$ cat config.mk
export PLATFORM = sky130hd
export DESIGN_NAME = id_ex_stage_flat
export DESIGN_NICKNAME = d
export VERILOG_FILES = /design/src/rtl/id_ex_stage_if.sv /design/src/rtl/id_ex_stage.sv /design/src/flat_wrapper.sv
export SDC_FILE = /design/constraint.sdc
export NUM_CORES = 1
export LEC_CHECK = 0
export ABC_AREA = 1
export CORE_AREA = 2 2 119 121
export CTS_BUF_LIST = sky130_fd_sc_hd__clkbuf_4 sky130_fd_sc_hd__clkbuf_8
export CTS_CLUSTER_SIZE = 28
export DETAILED_ROUTE_END_ITERATION = 10
export DIE_AREA = 0 0 121 123
export PLACE_DENSITY = 0.77
export SLEW_MARGIN = 20
export SYNTH_ARGS = -nofsm -noshare
export SYNTH_HDL_FRONTEND = slang
export SYNTH_SLANG_ARGS = --single-unit
$ cat constraint.sdc
create_clock -name clk -period 1.7 [get_ports clk]
set_clock_uncertainty 0.2 [all_clocks]
set_input_delay 0.34 -clock clk [delete_from_list [all_inputs] [get_ports clk]]
set_output_delay 0.34 -clock clk [all_outputs]
set_load 0.005 [all_outputs]
$ cat src/rtl/id_ex_stage_if.sv
`default_nettype none
// ============================================================================
// Module      : id_ex_stage_if
// Description : Bundle between the decode side, the forwarding sources and
//               the ID/EX register. The stage is the slave; the decode side
//               (and the hazard unit that drives stall/flush) is the master.
// Revision    : 1.0 - initial release
// ============================================================================
interface id_ex_stage_if #(
    parameter int XLEN   = 32,
    parameter int REG_AW = 5
);
    // Decode-side instruction fields and hazard-unit controls
    logic              in_valid;
    logic              stall;
    logic              flush;
    logic [1:0]        alu_op;
    logic [2:0]        funct3;
    logic              funct7_5;
    logic              alu_src;
    logic              reg_write;
    logic [REG_AW-1:0] rs1_addr;
    logic [REG_AW-1:0] rs2_addr;
    logic [REG_AW-1:0] rd_addr;
    logic [XLEN-1:0]   rs1_data;
    logic [XLEN-1:0]   rs2_data;
    logic [XLEN-1:0]   imm;

    // Forwarding sources from later stages
    logic [REG_AW-1:0] exmem_rd;
    logic              exmem_reg_write;
    logic [XLEN-1:0]   exmem_result;
    logic [REG_AW-1:0] memwb_rd;
    logic              memwb_reg_write;
    logic [XLEN-1:0]   memwb_result;

    // Registered EX-stage outputs
    logic              ex_valid;
    logic [XLEN-1:0]   alu_in1;
    logic [XLEN-1:0]   alu_in2;
    logic [3:0]        alu_control;
    logic [REG_AW-1:0] ex_rd;
    logic              ex_reg_write;
    logic [XLEN-1:0]   ex_store_data;
    logic              illegal_op;

    modport master (
        output in_valid, stall, flush, alu_op, funct3, funct7_5, alu_src,
               reg_write, rs1_addr, rs2_addr, rd_addr, rs1_data, rs2_data,
               imm, exmem_rd, exmem_reg_write, exmem_result, memwb_rd,
               memwb_reg_write, memwb_result,
        input  ex_valid, alu_in1, alu_in2, alu_control, ex_rd, ex_reg_write,
               ex_store_data, illegal_op
    );

    modport slave (
        input  in_valid, stall, flush, alu_op, funct3, funct7_5, alu_src,
               reg_write, rs1_addr, rs2_addr, rd_addr, rs1_data, rs2_data,
               imm, exmem_rd, exmem_reg_write, exmem_result, memwb_rd,
               memwb_reg_write, memwb_result,
        output ex_valid, alu_in1, alu_in2, alu_control, ex_rd, ex_reg_write,
               ex_store_data, illegal_op
    );
endinterface
`default_nettype wire

$ cat src/rtl/id_ex_stage.sv
`default_nettype none
// ============================================================================
// Module      : id_ex_stage
// Description : ID/EX pipeline register. Decodes alu_op/funct3/funct7_5 into
//               the 4-bit ALU control code, selects operand B, forwards from
//               EX/MEM and MEM/WB, and honours stall (hold) / flush (bubble).
//               Optional macro ID_EX_FWD_EN enables the forwarding muxes;
//               without it operands come straight from the register file.
// Revision    : 1.0 - initial release
// ============================================================================
module id_ex_stage #(
    parameter int XLEN   = 32,
    parameter int REG_AW = 5
) (
    input  logic          clk,
    input  logic          rst_n,
    id_ex_stage_if.slave  bus
);

    localparam logic [3:0] c_ALU_AND = 4'b0000;
    localparam logic [3:0] c_ALU_OR  = 4'b0001;
    localparam logic [3:0] c_ALU_ADD = 4'b0010;
    localparam logic [3:0] c_ALU_XOR = 4'b0011;
    localparam logic [3:0] c_ALU_SLL = 4'b0100;
    localparam logic [3:0] c_ALU_SRL = 4'b0101;
    localparam logic [3:0] c_ALU_SUB = 4'b0110;
    localparam logic [3:0] c_ALU_SLT = 4'b0111;
    localparam logic [3:0] c_ALU_SRA = 4'b1000;

    localparam logic [1:0] c_OP_MEM    = 2'b00;
    localparam logic [1:0] c_OP_BRANCH = 2'b01;
    localparam logic [1:0] c_OP_RTYPE  = 2'b10;

    logic [3:0]        w_alu_control;
    logic              w_illegal;
    logic [XLEN-1:0]   w_fwd_rs1;
    logic [XLEN-1:0]   w_fwd_rs2;
    logic [XLEN-1:0]   w_op_b;

    logic              r_ex_valid;
    logic [XLEN-1:0]   r_alu_in1;
    logic [XLEN-1:0]   r_alu_in2;
    logic [3:0]        r_alu_control;
    logic [REG_AW-1:0] r_ex_rd;
    logic              r_ex_reg_write;
    logic [XLEN-1:0]   r_ex_store_data;
    logic              r_illegal_op;

    // ALU control decode; unsupported encodings fall back to ADD and flag illegal
    always_comb begin
        w_alu_control = c_ALU_ADD;
        w_illegal     = 1'b0;
        if (bus.alu_op == c_OP_MEM) begin
            w_alu_control = c_ALU_ADD;
        end else if (bus.alu_op == c_OP_BRANCH) begin
            w_alu_control = c_ALU_SUB;
        end else begin
            // R-type and I-type share the funct3 table; only R-type honours
            // funct7_5 on funct3=000, and only R-type rejects stray funct7_5.
            case (bus.funct3)
                3'b000: w_alu_control = (bus.alu_op == c_OP_RTYPE && bus.funct7_5)
                                        ? c_ALU_SUB : c_ALU_ADD;
                3'b001: w_alu_control = c_ALU_SLL;
                3'b010: w_alu_control = c_ALU_SLT;
                3'b011: w_illegal     = 1'b1;
                3'b100: w_alu_control = c_ALU_XOR;
                3'b101: w_alu_control = bus.funct7_5 ? c_ALU_SRA : c_ALU_SRL;
                3'b110: w_alu_control = c_ALU_OR;
                default: w_alu_control = c_ALU_AND;
            endcase
            if (bus.alu_op == c_OP_RTYPE && bus.funct7_5 &&
                bus.funct3 != 3'b000 && bus.funct3 != 3'b101) begin
                w_illegal = 1'b1;
            end
            if (w_illegal) begin
                w_alu_control = c_ALU_ADD;
            end
        end
    end

`ifdef ID_EX_FWD_EN
    // Operand forwarding; EX/MEM is the younger result so it wins, x0 never forwards
    always_comb begin
        w_fwd_rs1 = bus.rs1_data;
        w_fwd_rs2 = bus.rs2_data;
        if (bus.exmem_reg_write && bus.exmem_rd == bus.rs1_addr && bus.rs1_addr != '0) begin
            w_fwd_rs1 = bus.exmem_result;
        end else if (bus.memwb_reg_write && bus.memwb_rd == bus.rs1_addr && bus.rs1_addr != '0) begin
            w_fwd_rs1 = bus.memwb_result;
        end
        if (bus.exmem_reg_write && bus.exmem_rd == bus.rs2_addr && bus.rs2_addr != '0) begin
            w_fwd_rs2 = bus.exmem_result;
        end else if (bus.memwb_reg_write && bus.memwb_rd == bus.rs2_addr && bus.rs2_addr != '0) begin
            w_fwd_rs2 = bus.memwb_result;
        end
    end
`else
    // No forwarding: the hazard unit stalls instead, so later-stage inputs are don't-care
    logic w_unused_fwd;
    assign w_unused_fwd = ^{bus.exmem_rd, bus.exmem_reg_write, bus.exmem_result,
                            bus.memwb_rd, bus.memwb_reg_write, bus.memwb_result};

    // Register-file data passes straight through to the operand muxes
    always_comb begin
        w_fwd_rs1 = bus.rs1_data;
        w_fwd_rs2 = bus.rs2_data;
    end
`endif

    assign w_op_b = bus.alu_src ? bus.imm : w_fwd_rs2;

    // Pipeline register: flush beats stall, stall holds, otherwise load
    always_ff @(posedge clk or negedge rst_n) begin
        if (!rst_n) begin
            r_ex_valid      <= 1'b0;
            r_alu_in1       <= '0;
            r_alu_in2       <= '0;
            r_alu_control   <= c_ALU_AND;
            r_ex_rd         <= '0;
            r_ex_reg_write  <= 1'b0;
            r_ex_store_data <= '0;
            r_illegal_op    <= 1'b0;
        end else if (bus.flush) begin
            r_ex_valid      <= 1'b0;
            r_alu_in1       <= '0;
            r_alu_in2       <= '0;
            r_alu_control   <= c_ALU_AND;
            r_ex_rd         <= '0;
            r_ex_reg_write  <= 1'b0;
            r_ex_store_data <= '0;
            r_illegal_op    <= 1'b0;
        end else if (!bus.stall) begin
            r_ex_valid      <= bus.in_valid;
            r_alu_in1       <= w_fwd_rs1;
            r_alu_in2       <= w_op_b;
            r_alu_control   <= w_alu_control;
            r_ex_rd         <= bus.rd_addr;
            r_ex_reg_write  <= bus.in_valid && bus.reg_write && !w_illegal;
            r_ex_store_data <= w_fwd_rs2;
            r_illegal_op    <= bus.in_valid && w_illegal;
        end
    end

    assign bus.ex_valid      = r_ex_valid;
    assign bus.alu_in1       = r_alu_in1;
    assign bus.alu_in2       = r_alu_in2;
    assign bus.alu_control   = r_alu_control;
    assign bus.ex_rd         = r_ex_rd;
    assign bus.ex_reg_write  = r_ex_reg_write;
    assign bus.ex_store_data = r_ex_store_data;
    assign bus.illegal_op    = r_illegal_op;

endmodule
`default_nettype wire

$ cat src/flat_wrapper.sv
// flat-port wrapper written by rule: the top's interface ports become plain ports
module id_ex_stage_flat 
#(
    parameter int XLEN   = 32,
    parameter int REG_AW = 5
)
  (clk, rst_n, bus_in_valid, bus_stall, bus_flush, bus_alu_op, bus_funct3, bus_funct7_5, bus_alu_src, bus_reg_write, bus_rs1_addr, bus_rs2_addr, bus_rd_addr, bus_rs1_data, bus_rs2_data, bus_imm, bus_exmem_rd, bus_exmem_reg_write, bus_exmem_result, bus_memwb_rd, bus_memwb_reg_write, bus_memwb_result, bus_ex_valid, bus_alu_in1, bus_alu_in2, bus_alu_control, bus_ex_rd, bus_ex_reg_write, bus_ex_store_data, bus_illegal_op);
  id_ex_stage_if #(.XLEN(XLEN), .REG_AW(REG_AW)) bus_i ();
  input  logic clk;
  input  logic rst_n;
  input wire logic [$bits(bus_i.in_valid)-1:0] bus_in_valid;
  input wire logic [$bits(bus_i.stall)-1:0] bus_stall;
  input wire logic [$bits(bus_i.flush)-1:0] bus_flush;
  input wire logic [$bits(bus_i.alu_op)-1:0] bus_alu_op;
  input wire logic [$bits(bus_i.funct3)-1:0] bus_funct3;
  input wire logic [$bits(bus_i.funct7_5)-1:0] bus_funct7_5;
  input wire logic [$bits(bus_i.alu_src)-1:0] bus_alu_src;
  input wire logic [$bits(bus_i.reg_write)-1:0] bus_reg_write;
  input wire logic [$bits(bus_i.rs1_addr)-1:0] bus_rs1_addr;
  input wire logic [$bits(bus_i.rs2_addr)-1:0] bus_rs2_addr;
  input wire logic [$bits(bus_i.rd_addr)-1:0] bus_rd_addr;
  input wire logic [$bits(bus_i.rs1_data)-1:0] bus_rs1_data;
  input wire logic [$bits(bus_i.rs2_data)-1:0] bus_rs2_data;
  input wire logic [$bits(bus_i.imm)-1:0] bus_imm;
  input wire logic [$bits(bus_i.exmem_rd)-1:0] bus_exmem_rd;
  input wire logic [$bits(bus_i.exmem_reg_write)-1:0] bus_exmem_reg_write;
  input wire logic [$bits(bus_i.exmem_result)-1:0] bus_exmem_result;
  input wire logic [$bits(bus_i.memwb_rd)-1:0] bus_memwb_rd;
  input wire logic [$bits(bus_i.memwb_reg_write)-1:0] bus_memwb_reg_write;
  input wire logic [$bits(bus_i.memwb_result)-1:0] bus_memwb_result;
  output wire logic [$bits(bus_i.ex_valid)-1:0] bus_ex_valid;
  output wire logic [$bits(bus_i.alu_in1)-1:0] bus_alu_in1;
  output wire logic [$bits(bus_i.alu_in2)-1:0] bus_alu_in2;
  output wire logic [$bits(bus_i.alu_control)-1:0] bus_alu_control;
  output wire logic [$bits(bus_i.ex_rd)-1:0] bus_ex_rd;
  output wire logic [$bits(bus_i.ex_reg_write)-1:0] bus_ex_reg_write;
  output wire logic [$bits(bus_i.ex_store_data)-1:0] bus_ex_store_data;
  output wire logic [$bits(bus_i.illegal_op)-1:0] bus_illegal_op;
  assign bus_i.in_valid = bus_in_valid;
  assign bus_i.stall = bus_stall;
  assign bus_i.flush = bus_flush;
  assign bus_i.alu_op = bus_alu_op;
  assign bus_i.funct3 = bus_funct3;
  assign bus_i.funct7_5 = bus_funct7_5;
  assign bus_i.alu_src = bus_alu_src;
  assign bus_i.reg_write = bus_reg_write;
  assign bus_i.rs1_addr = bus_rs1_addr;
  assign bus_i.rs2_addr = bus_rs2_addr;
  assign bus_i.rd_addr = bus_rd_addr;
  assign bus_i.rs1_data = bus_rs1_data;
  assign bus_i.rs2_data = bus_rs2_data;
  assign bus_i.imm = bus_imm;
  assign bus_i.exmem_rd = bus_exmem_rd;
  assign bus_i.exmem_reg_write = bus_exmem_reg_write;
  assign bus_i.exmem_result = bus_exmem_result;
  assign bus_i.memwb_rd = bus_memwb_rd;
  assign bus_i.memwb_reg_write = bus_memwb_reg_write;
  assign bus_i.memwb_result = bus_memwb_result;
  assign bus_ex_valid = bus_i.ex_valid;
  assign bus_alu_in1 = bus_i.alu_in1;
  assign bus_alu_in2 = bus_i.alu_in2;
  assign bus_alu_control = bus_i.alu_control;
  assign bus_ex_rd = bus_i.ex_rd;
  assign bus_ex_reg_write = bus_i.ex_reg_write;
  assign bus_ex_store_data = bus_i.ex_store_data;
  assign bus_illegal_op = bus_i.illegal_op;
  id_ex_stage #(.XLEN(XLEN), .REG_AW(REG_AW)) u_core (.clk(clk), .rst_n(rst_n), .bus(bus_i));
endmodule
==> run_results.csv <==
group,metric,value,unit
clock_network,clock-root-buffer,"clkbuf_8",
power,combPwrFrac,18.4,%
yosys,synth-seq-cells,108,
timing,worst_pin_slew,0.334,ns
power,intPower,3.94,mW
grt,grt_max_degree,64,
floorplanning,core,13600,sq um
clock_network,htree_levels,3,
yosys,synth_top_cell_by_area,"dfrtp_1",
clock_network,cts_tree,"done",
worst_setup_path,cp_slowest_cell,"dfrtp_1",
yosys,synth_edf_count,0,
layout,n_antenna_cell,0,
worst_setup_path,path_class,"register to output port",
yosys,yosys.area_share.simple,12.1,%
timing,fin_crit_sh,94.1,%
drt,drc,0,
timing,finalCriticalPeriod,1.60,ns
power,ir_drop,0.373,mV
timing,fmax,625,MHz
floorplanning,core.rowCount,43,
timing,rsz0062_at_grt,"no",
floorplanning,start_util,32.0,%
worst_setup_path,cp_cell_sequence,"dlygate4sd2_1",
yosys,synth_nets,646,
yosys,synth.most_common_cell,"dfrtp_1",
floorplanning,die_height,123,um
drt,num_vias,4103,
drt,wl_per_cell,14.9,um
grt,grt_pass1_vias,4153,
timing,whs,0.289,ns
timing,setup_violations,0,
yosys,synth_common_cells,"108 x dfrtp_1, 87 x nand2_1, 44 x o21ai_0, 38 x a22o_1, 35 x inv_1",
yosys,syn-cell-area,4360,sq um
yosys,netlist_instances,446,
worst_setup_path,crit_required,1.16,ns
drt,initialDrtViolationCount,186,
clock_network,cts_buffers,9,
outcome,outcome,"finished clean",
drt,wirelength,13100,um
worst_setup_path,cp_slowest_stage_delay,0.40,ns
grt,grtUsageTotal,17.6,%
floorplanning,fp.dieW,121,um
yosys,synth_top_area_share,62.0,%
worst_setup_path,worstPathArrival,1.06,ns
place,hpwl,9350,um
layout,post-route-util,52.5,%
worst_setup_path,critPathBufInv,1,
layout,nNetsFinal,895,
yosys,seq_area_frac_synth,62.0,%
yosys,avgSynthCellArea,9.78,sq um
worst_setup_path,crit_fanout,2,
timing,slew_violations,0,
worst_setup_path,cp-end-kind,"output port",
yosys,synth_area_leaders,"dfrtp_1 62%, a22o_1 7.6%, nand2_1 7.5%",
power,switchingPower,1.34,mW
layout,n_fill_cell,1255,
power,swShare,25.3,%
yosys,ys_warn_count,0,
power,leakage,3.70,nW
clock_network,clk_latency,0.36,ns
yosys,synth-xor-area-share,0,%
clock_network,clock_path_buffers,2,
timing,slew_headroom,77.7,%
floorplanning,die_area,14900,sq um
grt,antenna_found_initial,0,
layout,drive_gt1_share,9.71,%
yosys,yosys.area_share.adder,0,%
clock_network,clkSinkCount,108,
yosys,synth_cell_type_count,20,
layout,area_growth,64.0,%
drt,dr.pass1.iters,4,
drt,final_antenna_net_count,0,
worst_setup_path,critPathLaunchType,"register",
yosys,synth_top_family_by_area,"compound AO/OA/AOI/OAI gates",
yosys,synth-main-ff-cell,"dfrtp_1",
yosys,synth-compound-area-share,19.3,%
drt,vias_per_cell,4.66,
power,clockPowerShare,28.8,%
floorplanning,ioPinCount,308,
timing,hold_viol,0,
clock_network,clk_pin_slew,0.10,ns
yosys,muxShareOfSynthArea,0.230,%
yosys,synthArstFlopShare,100,%
min_path,worstHoldPathType,"register to register",
run,cap_violations,0,
place,portBuffers,221,
power,p_per_area,738,nW/um^2
power,p_seq_share,52.8,%
grt,grt_pass1_wl,20800,um
grt,grt_overflow_total,0,
worst_setup_path,crit_family,"flip-flops",
place,finalWeightedCongestion,0.847,
[flip-flops by register name, summed over array words and instances (netlist names)]
| register | cells |
|---|---|
| u_core.bus.ex_store_data | 32 |
| u_core.bus.illegal_op | 1 |
| u_core.bus.alu_control | 4 |
| u_core.bus.ex_valid | 1 |
| u_core.bus.ex_rd | 5 |
| u_core.bus.alu_in2 | 32 |
| u_core.bus.alu_in1 | 32 |
| u_core.bus.ex_reg_write | 1 |
[power by group through the flow]
| stage | clock network, mW | logic (mW) | registers [mW] |
|---|---|---|---|
| 4_1_cts | 1.57 | 0.983 | 2.78 |
| 3_5_place_dp | 0 | 1.03 | 2.84 |
| 6_report | 1.52 | 0.972 | 2.79 |
| 3_3_place_gp | 0 | 1.01 | 2.83 |
| 5_1_grt | 1.69 | 1.07 | 2.80 |
| 2_1_floorplan | 0 | 0.275 | 2.85 |
[cells in the final DEF, fill, tap and decap left out, types with 2 or more instances in the layout]
cell type,netlist,routed
clkdlybuf4s50_1,0,111
dlygate4sd2_1,0,108
dfrtp_1,108,108
nand2_1,87,87
o21ai_0,44,44
a22o_1,38,38
buf_4,3,37
inv_1,35,35
nor2_1,34,33
a21oi_1,33,33
o21ai_1,23,23
clkbuf_8,0,12
nand3_1,8,8
buf_12,0,8
nor2_4,2,2
inv_2,2,2
clkinvlp_4,0,2
[routing by layer]
layer,vias up,global-route usage [%],part of all wire (%)
li1,1979,-,-
met1,1927,22.1,43
met2,179,29.0,47
met3,18,5.03,8.6
met4,0,6.61,1.8
met5,-,0,0
[cell families (layout without fill, tap and decap cells)]
logic type | after synthesis | after routing
buf+inv | 65 | 319
simple gates | 133 | 133
flops | 108 | 108
compound gates | 139 | 139
mux | 1 | 1
[cell type report]
cell class | count | area, sq um | area share, %
multi-input combinational | 273 | 1380 | 19.3
sequential | 108 | 2700 | 37.8
inverter | 37 | 139 | 1.94
tap | 180 | 225 | 3.15
timing repair buffer | 266 | 2510 | 35.1
clock buffer | 13 | 173 | 2.41
clock inverter | 3 | 20.0 | 0.280
[tightest hold or removal path: stages, from the launching register on]
cell,delay [ns]
dfrtp_1,0.36
nand2_1,0.05
o21ai_0,0.05
[metrics by stage]
stage	TNS (ns)	area, sq um	cells	setup slack, ns	power [mW]
after global routing	0	7150	880	0.0265	5.56
after CTS	0	7150	880	0.0673	5.34
final	0	7150	880	0.101	5.28
after global placement	-8.04	6880	836	-0.133	3.84
after detailed placement	-11.62	6880	836	-0.222	3.87
after floorplan	0	4360	446	0.452	3.12
[worst paths after layout]
check                                                           to  slack (ns)  depth (start not counted)                               startpoint
min in group asynchronous       u_core.bus.alu_in1[30]$_DFFE_PN0P_        0.31                          3                                    rst_n
setup reg to reg                u_core.bus.alu_in1[20]$_DFFE_PN0P_        0.65                          2       u_core.bus.alu_in1[20]$_DFFE_PN0P_
setup / recovery                                    bus_alu_in2[4]        0.10                          1        u_core.bus.alu_in2[4]$_DFFE_PN0P_
hold reg to reg            u_core.bus.ex_store_data[3]$_DFFE_PN0P_        0.29                          2  u_core.bus.ex_store_data[3]$_DFFE_PN0P_
max in group asynchronous       u_core.bus.alu_in2[30]$_DFFE_PN0P_        0.69                          3                                    rst_n
hold / removal             u_core.bus.ex_store_data[3]$_DFFE_PN0P_        0.29                          2  u_core.bus.ex_store_data[3]$_DFFE_PN0P_
[timing repair]
| item | CTS | global route |
|---|---|---|
| hold buffers | 1 | 0 |
| resized for setup | 108 | 1 |
| setup endpoints to repair | 108 | 1 |
| endpoints found under the hold margin | 108 | 0 |
| buffers inserted | 27 | 0 |
Power figures use the tool's default switching activity.
